==> src/rtl/rou_msg_pkg.sv <==
// Shared definitions for the roubus message serializer: command encodings,
// field offsets and width helpers.
package rou_msg_pkg;

  localparam logic [1:0] CMD_IDLE  = 2'b00;
  localparam logic [1:0] CMD_READ  = 2'b01;
  localparam logic [1:0] CMD_WRITE = 2'b10;
  localparam logic [1:0] CMD_RMW   = 2'b11;

  // Fields are packed LSB-first as cmd, tags, bytes, addr, data.
  localparam int CMD_LSB = 0;
  localparam int TAG_LSB = 2;

  function automatic int bytes_lsb(input int twid);
    return TAG_LSB + twid;
  endfunction

  function automatic int addr_lsb(input int twid, input int bwid);
    return TAG_LSB + twid + bwid;
  endfunction

  function automatic int data_lsb(input int twid, input int bwid, input int awid);
    return TAG_LSB + twid + bwid + awid;
  endfunction

  function automatic int bwid_of(input int dwid);
    case (dwid)
      512:     return 6;
      256:     return 5;
      128:     return 4;
      64:      return 3;
      default: return 2;
    endcase
  endfunction

  function automatic int ceil_div(input int num, input int den);
    return (num + den - 1) / den;
  endfunction

  typedef enum logic [0:0] {
    ST_IDLE,
    ST_SEND
  } ser_state_t;

endpackage

==> src/rtl/rou_msg_serializer_if.sv <==
// Field-input and flit-output link of the roubus message serializer.
interface rou_msg_serializer_if
  import rou_msg_pkg::*;
#(
  parameter int DWID = 128,
  parameter int AWID = 32,
  parameter int TWID = 5,
  parameter int FWID = 32
);
  localparam int BWID = bwid_of(DWID);

  logic            in_valid;
  logic            in_ready;
  logic [DWID-1:0] data;
  logic [AWID-1:0] addr;
  logic [BWID-1:0] bytes;
  logic [TWID-1:0] tags;
  logic [1:0]      cmd;
  logic            out_valid;
  logic            out_ready;
  logic [FWID-1:0] out_flit;
  logic            out_first;
  logic            out_last;

  modport slave (
    input  in_valid, data, addr, bytes, tags, cmd, out_ready,
    output in_ready, out_valid, out_flit, out_first, out_last
  );

  modport master (
    output in_valid, data, addr, bytes, tags, cmd, out_ready,
    input  in_ready, out_valid, out_flit, out_first, out_last
  );

endinterface

==> src/rtl/rou_msg_pack.sv <==
// Combinational packer: assembles the roubus message from its fields and
// zeroes the data payload for header-only (read) commands.
module rou_msg_pack
  import rou_msg_pkg::*;
#(
  parameter int DWID = 128,
  parameter int AWID = 32,
  parameter int TWID = 5,
  parameter int BWID = 4,
  parameter int WID  = 2 + DWID + AWID + BWID + TWID
) (
  input  logic [DWID-1:0] data,
  input  logic [AWID-1:0] addr,
  input  logic [BWID-1:0] bytes,
  input  logic [TWID-1:0] tags,
  input  logic [1:0]      cmd,
  output logic [WID-1:0]  msg,
  output logic            hdr_only
);
  localparam int BLSB = bytes_lsb(TWID);
  localparam int ALSB = addr_lsb(TWID, BWID);
  localparam int DLSB = data_lsb(TWID, BWID, AWID);

  assign hdr_only = (cmd == CMD_READ);

  // Reads leave the data region at zero so no payload bits reach the link.
  always_comb begin
    msg                  = '0;
    msg[CMD_LSB +: 2]    = cmd;
    msg[TAG_LSB +: TWID] = tags;
    msg[BLSB +: BWID]    = bytes;
    msg[ALSB +: AWID]    = addr;
    if (!hdr_only) begin
      msg[DLSB +: DWID] = data;
    end
  end

endmodule

==> src/rtl/rou_msg_serializer.sv <==
// Registers a packed roubus request and streams it out LSB-first as
// FWID-wide flits, sending only the header flits for reads.
module rou_msg_serializer
  import rou_msg_pkg::*;
#(
  parameter int DWID = 128,
  parameter int AWID = 32,
  parameter int TWID = 5,
  parameter int FWID = 32
) (
  input logic                 clk,
  input logic                 rst_n,
  rou_msg_serializer_if.slave bus
);
  localparam int BWID  = bwid_of(DWID);
  localparam int WID   = 2 + DWID + AWID + BWID + TWID;
  localparam int HWID  = 2 + TWID + BWID + AWID;
  localparam int NFLIT = ceil_div(WID, FWID);
  localparam int HFLIT = ceil_div(HWID, FWID);
  localparam int IWID  = (NFLIT > 1) ? $clog2(NFLIT) : 1;
  localparam int PWID  = NFLIT * FWID;
  localparam logic [IWID-1:0] NLAST = IWID'(NFLIT - 1);
  localparam logic [IWID-1:0] HLAST = IWID'(HFLIT - 1);

  logic [WID-1:0]  msg;
  logic            hdr_only;
  ser_state_t      state_q, state_d;
  logic [IWID-1:0] idx_q, idx_d;
  logic [IWID-1:0] last_q, last_d;
  logic [PWID-1:0] buf_q, buf_d;
  logic            in_ready, out_valid, out_first, out_last;
  logic [FWID-1:0] out_flit;

  rou_msg_pack #(
    .DWID(DWID), .AWID(AWID), .TWID(TWID), .BWID(BWID), .WID(WID)
  ) u_pack (
    .data(bus.data), .addr(bus.addr), .bytes(bus.bytes), .tags(bus.tags),
    .cmd(bus.cmd), .msg(msg), .hdr_only(hdr_only)
  );

  always_ff @(posedge clk) begin
    if (!rst_n) begin
      state_q <= ST_IDLE;
      idx_q   <= '0;
      last_q  <= '0;
      buf_q   <= '0;
    end else begin
      state_q <= state_d;
      idx_q   <= idx_d;
      last_q  <= last_d;
      buf_q   <= buf_d;
    end
  end

  // A load on the last-flit handshake overrides the return to IDLE, giving
  // back-to-back messages with no bubble; everything is quiet during reset.
  always_comb begin
    state_d   = state_q;
    idx_d     = idx_q;
    last_d    = last_q;
    buf_d     = buf_q;
    in_ready  = 1'b0;
    out_valid = 1'b0;
    out_first = 1'b0;
    out_last  = 1'b0;
    out_flit  = '0;
    if (rst_n) begin
      case (state_q)
        ST_IDLE: in_ready = 1'b1;
        ST_SEND: begin
          out_valid = 1'b1;
          out_flit  = buf_q[int'(idx_q) * FWID +: FWID];
          out_first = (idx_q == '0);
          out_last  = (idx_q == last_q);
          if (bus.out_ready) begin
            if (out_last) begin
              idx_d    = '0;
              in_ready = 1'b1;
              state_d  = ST_IDLE;
            end else begin
              idx_d = idx_q + IWID'(1);
            end
          end
        end
        default: state_d = ST_IDLE;
      endcase
      if (bus.in_valid && in_ready) begin
        state_d = ST_SEND;
        idx_d   = '0;
        buf_d   = PWID'(msg);
        last_d  = hdr_only ? HLAST : NLAST;
      end
    end
  end

  assign bus.in_ready  = in_ready;
  assign bus.out_valid = out_valid;
  assign bus.out_flit  = out_flit;
  assign bus.out_first = out_first;
  assign bus.out_last  = out_last;

endmodule

==> src/flat_wrapper.sv <==
// flat-port wrapper written by rule: the top's interface ports become plain ports
module rou_msg_serializer_flat import rou_msg_pkg::*;
#(
  parameter int DWID = 128,
  parameter int AWID = 32,
  parameter int TWID = 5,
  parameter int FWID = 32
)
  (clk, rst_n, bus_in_valid, bus_data, bus_addr, bus_bytes, bus_tags, bus_cmd, bus_out_ready, bus_in_ready, bus_out_valid, bus_out_flit, bus_out_first, bus_out_last);
  rou_msg_serializer_if #(.DWID(DWID), .AWID(AWID), .TWID(TWID), .FWID(FWID)) bus_i ();
  input logic clk;
  input logic rst_n;
  input wire logic [$bits(bus_i.in_valid)-1:0] bus_in_valid;
  input wire logic [$bits(bus_i.data)-1:0] bus_data;
  input wire logic [$bits(bus_i.addr)-1:0] bus_addr;
  input wire logic [$bits(bus_i.bytes)-1:0] bus_bytes;
  input wire logic [$bits(bus_i.tags)-1:0] bus_tags;
  input wire logic [$bits(bus_i.cmd)-1:0] bus_cmd;
  input wire logic [$bits(bus_i.out_ready)-1:0] bus_out_ready;
  output wire logic [$bits(bus_i.in_ready)-1:0] bus_in_ready;
  output wire logic [$bits(bus_i.out_valid)-1:0] bus_out_valid;
  output wire logic [$bits(bus_i.out_flit)-1:0] bus_out_flit;
  output wire logic [$bits(bus_i.out_first)-1:0] bus_out_first;
  output wire logic [$bits(bus_i.out_last)-1:0] bus_out_last;
  assign bus_i.in_valid = bus_in_valid;
  assign bus_i.data = bus_data;
  assign bus_i.addr = bus_addr;
  assign bus_i.bytes = bus_bytes;
  assign bus_i.tags = bus_tags;
  assign bus_i.cmd = bus_cmd;
  assign bus_i.out_ready = bus_out_ready;
  assign bus_in_ready = bus_i.in_ready;
  assign bus_out_valid = bus_i.out_valid;
  assign bus_out_flit = bus_i.out_flit;
  assign bus_out_first = bus_i.out_first;
  assign bus_out_last = bus_i.out_last;
  rou_msg_serializer #(.DWID(DWID), .AWID(AWID), .TWID(TWID), .FWID(FWID)) u_core (.clk(clk), .rst_n(rst_n), .bus(bus_i));
endmodule
==> config.mk <==
export PLATFORM = sky130hd
export DESIGN_NAME = rou_msg_serializer_flat
export DESIGN_NICKNAME = d
export VERILOG_FILES = /design/src/rtl/rou_msg_pkg.sv /design/src/rtl/rou_msg_serializer_if.sv /design/src/rtl/rou_msg_pack.sv /design/src/rtl/rou_msg_serializer.sv /design/src/flat_wrapper.sv
export SDC_FILE = /design/constraint.sdc
export NUM_CORES = 1
export LEC_CHECK = 0
export CAP_MARGIN = 20
export CORE_MARGIN = 8
export CORE_UTILIZATION = 62
export CTS_CLUSTER_DIAMETER = 80
export DETAILED_ROUTE_END_ITERATION = 8
export DONT_BUFFER_PORTS = 1
export PLACE_DENSITY = 0.78
export SYNTH_ARGS = -nofsm -noshare
export SYNTH_HDL_FRONTEND = slang
export SYNTH_SLANG_ARGS = --single-unit
export TNS_END_PERCENT = 10
==> constraint.sdc <==
create_clock -name clk -period 2.6 [get_ports clk]
set_input_delay 0.52 -clock clk [delete_from_list [all_inputs] [get_ports clk]]
set_output_delay 0.52 -clock clk [all_outputs]
set_load 0.01 [all_outputs]
==> reports/metrics.cfg <==
[outcome]
status = finished clean

[floorplan]
rows = 41
start_util = 0.630
die_area_um2 = 16600
dieWidth_um = 129
die_y_um = 129
core-area_um2 = 12500
boundaryPins = 211

[route]
routedWlPerCell_um = 19.6
first_pass_iters = 8
drcViolationCount = 0
vias = 7022
wl_um = 22100
viasPerCell = 6.20
drtAntennaViolNets = 0
drtIter0Drc = 794

[power_and_ir_drop]
peakVddDrop_uv = 516
clock_power_share = 0.395
total_leakage_power_nw = 3.80
switching_share = 0.251
p_sw_mw = 1.53
seqPwrFrac = 0.497
internal_power_mw = 4.55
pwr-share-comb = 0.108
power.density_nw_per_um2 = 703
total_power_mw = 6.08

[finish]
area_growth_pct = 9.60
utilization = 0.690
drive_above_1_share = 0.124
design_area_um2 = 8640
final_nets = 1127
fill_cells = 1050
diodes = 0

[clock_network]
cts_max_level = 4
cts_sinks = 177
ctsLongestPathBuffers = 2
cts_tree = built
cts-root-buf = clkbuf_16
clk_pin_slew_ps = 60
clk-insertion-delay-late_ps = 430
cts_buffers = 17
cts_setup_buffers = 0

[place]
gp_congestion = 0.877
placed_cell_area_um2 = 8050
io_buffer_count = 0
hpwlAfterDp_um = 14600

[logic_synthesis]
yosys_warnings = 0
yosys.area.top_type = dfxtp_1
synth_xor_area_frac = 0.00317
syn-instance-count = 981
syn_nets = 1158
synthArstFlopShare = 0
avgSynthCellArea_um2 = 8.04
syn_area_um2 = 7880
synthSimpleGateAreaFrac = 0.332
synth.most_common_cell = nand3_1
synth_edf_count = 0
synth_top_area_frac = 0.449
synth.area.top_cells = dfxtp_1, nand3_1, nand2_1
synth_ff_type = dfxtp_1
synth_common_cells = nand3_1, nand2_1, dfxtp_1
yosys-mux-area-fraction = 0.0754
ys_types = 32
ys_ff_latch = 177
ys_seq_area_frac = 0.449
synth_top_family_by_area = simple AND/OR/NAND/NOR gates
synth_compound_area_frac = 0.0674
synthAdderAreaFrac = 0.00317

[sta]
rsz0062_at_grt = true
period_minus_slack_ps = 2580
slew-limit-headroom = 0.595
hold_viol = 0
setup_viol = 0
clock_skew_ps = 10.3
timing.fmax_mhz = 387
worstMarginPinSlew_ps = 608
setup-tns-final_ps = 0
post-route-period-util = 0.994
slew_violations = 0
whs_ps = 216

[grt]
grt_max_degree = 222
grt_pass1_wl_um = 33900
grt_overflow = 0
grt_antenna_before_repair = 0
grt_pass1_vias = 6519
grt_use_total = 0.259

[worst_setup_path]
crit_type = reg2out
cp_slowest_cell = dfxtp_1
crit_family = compound AO/OA/AOI/OAI gates
startpoint_type = flip-flop
critPathBufInv = 1
critPathMaxFanout = 9
critical_path_required_ps = 2080
cp_cell_sequence = buf_4 -> or2_2 -> o22ai_1 -> a222oi_1
end_kind = primary output
critical_path.max_stage_delay_ps = 540
arrival_ps = 2060
worst-r2r-setup-slack_ps = 530

[run]
maxCapViolCount = 0

[min_path]
hold_path_class = in2reg

## per-layer routing
layer | part of all wire | vias to the layer above | track usage
li1 | - | 3383 | -
met1 | 0.40 | 3248 | 0.326
met2 | 0.48 | 359 | 0.412
met3 | 0.11 | 32 | 0.0902
met4 | 0.014 | 0 | 0.0746
met5 | 0 | - | 0
## final cells by class
class	count	area, um2	share of cell area
timing repair buffer	48	469	0.0543
multi-input combinational	701	3840	0.445
tap	172	215	0.0249
sequential	177	3550	0.411
clock buffer	23	488	0.0565
clock inverter	6	57.6	0.00666
inverter	5	18.8	0.00217
## sequential cells by signal (all words and copies together), names as in the netlist
| name | cells |
|---|---|
| u_core.buf_q | 171 |
| u_core.last_q | 2 |
| u_core.state_q | 1 |
| u_core.idx_q | 3 |
## per-stage QoR
step                      cells  worst slack [ps]
after floorplan             981               563
after global routing       1132             -94.0
after detailed placement   1102               385
after CTS                  1131              19.9
after global placement     1102               470
final                      1132              16.4
## cells in the final DEF, fill, tap and decap left out, drive strengths merged, types with 8 or more instances in the layout
master,Yosys,layout
a21oi,16,16
nand3,343,343
o21ai,13,13
a221oi,13,13
o22ai,21,21
dfxtp,177,177
a222oi,8,8
buf,57,47
mux4,11,11
clkbuf,41,24
mux2i,11,11
mux2,21,21
nand2,221,221
## power by group through the flow
stage                     Sequential [mW]  Combinational [mW]  Clock [mW]
after floorplan                      3.04               0.581           0
after global placement               3.07               0.635           0
after detailed placement             3.07               0.648           0
after CTS                            3.01               0.650        2.43
after global routing                 3.04               0.728        2.53
final                                3.02               0.657        2.40
## final timing paths
check,cells after the start,to,start
max,4,bus_out_flit[18],u_core.idx_q[2]$_SDFFE_PP0P_
min,2,u_core.buf_q[152]$_SDFFE_PN0P_,bus_data[109]
max reg2reg,5,u_core.buf_q[118]$_SDFFE_PN0P_,u_core.idx_q[0]$_SDFFE_PP0P_
min reg2reg,2,u_core.buf_q[4]$_SDFFE_PN0P_,u_core.buf_q[4]$_SDFFE_PN0P_
## kinds of logic (layout without fill, tap and decap cells)
group	count (synthesis)	after routing
AO/OA/AOI/OAI	78	78
XOR/XNOR	2	2
adder cells (fa/ha/maj)	2	2
buffers and inverters	103	82
flip-flops	177	177
multiplexers	43	43
AND/OR/NAND/NOR	576	576
## worst reg2reg max path: stages, from the launching register on
cell     delay [ps]
dfxtp_4         400
xnor2_1         490
a41o_4          570
buf_12          290
nand3_1         160
nand2_1         100
## repair_timing
item,in CTS,in global routing
endpoints found under the setup margin,0,31
hold buffers,0,0
resized for setup,0,6
Power figures use the tool's default switching activity.
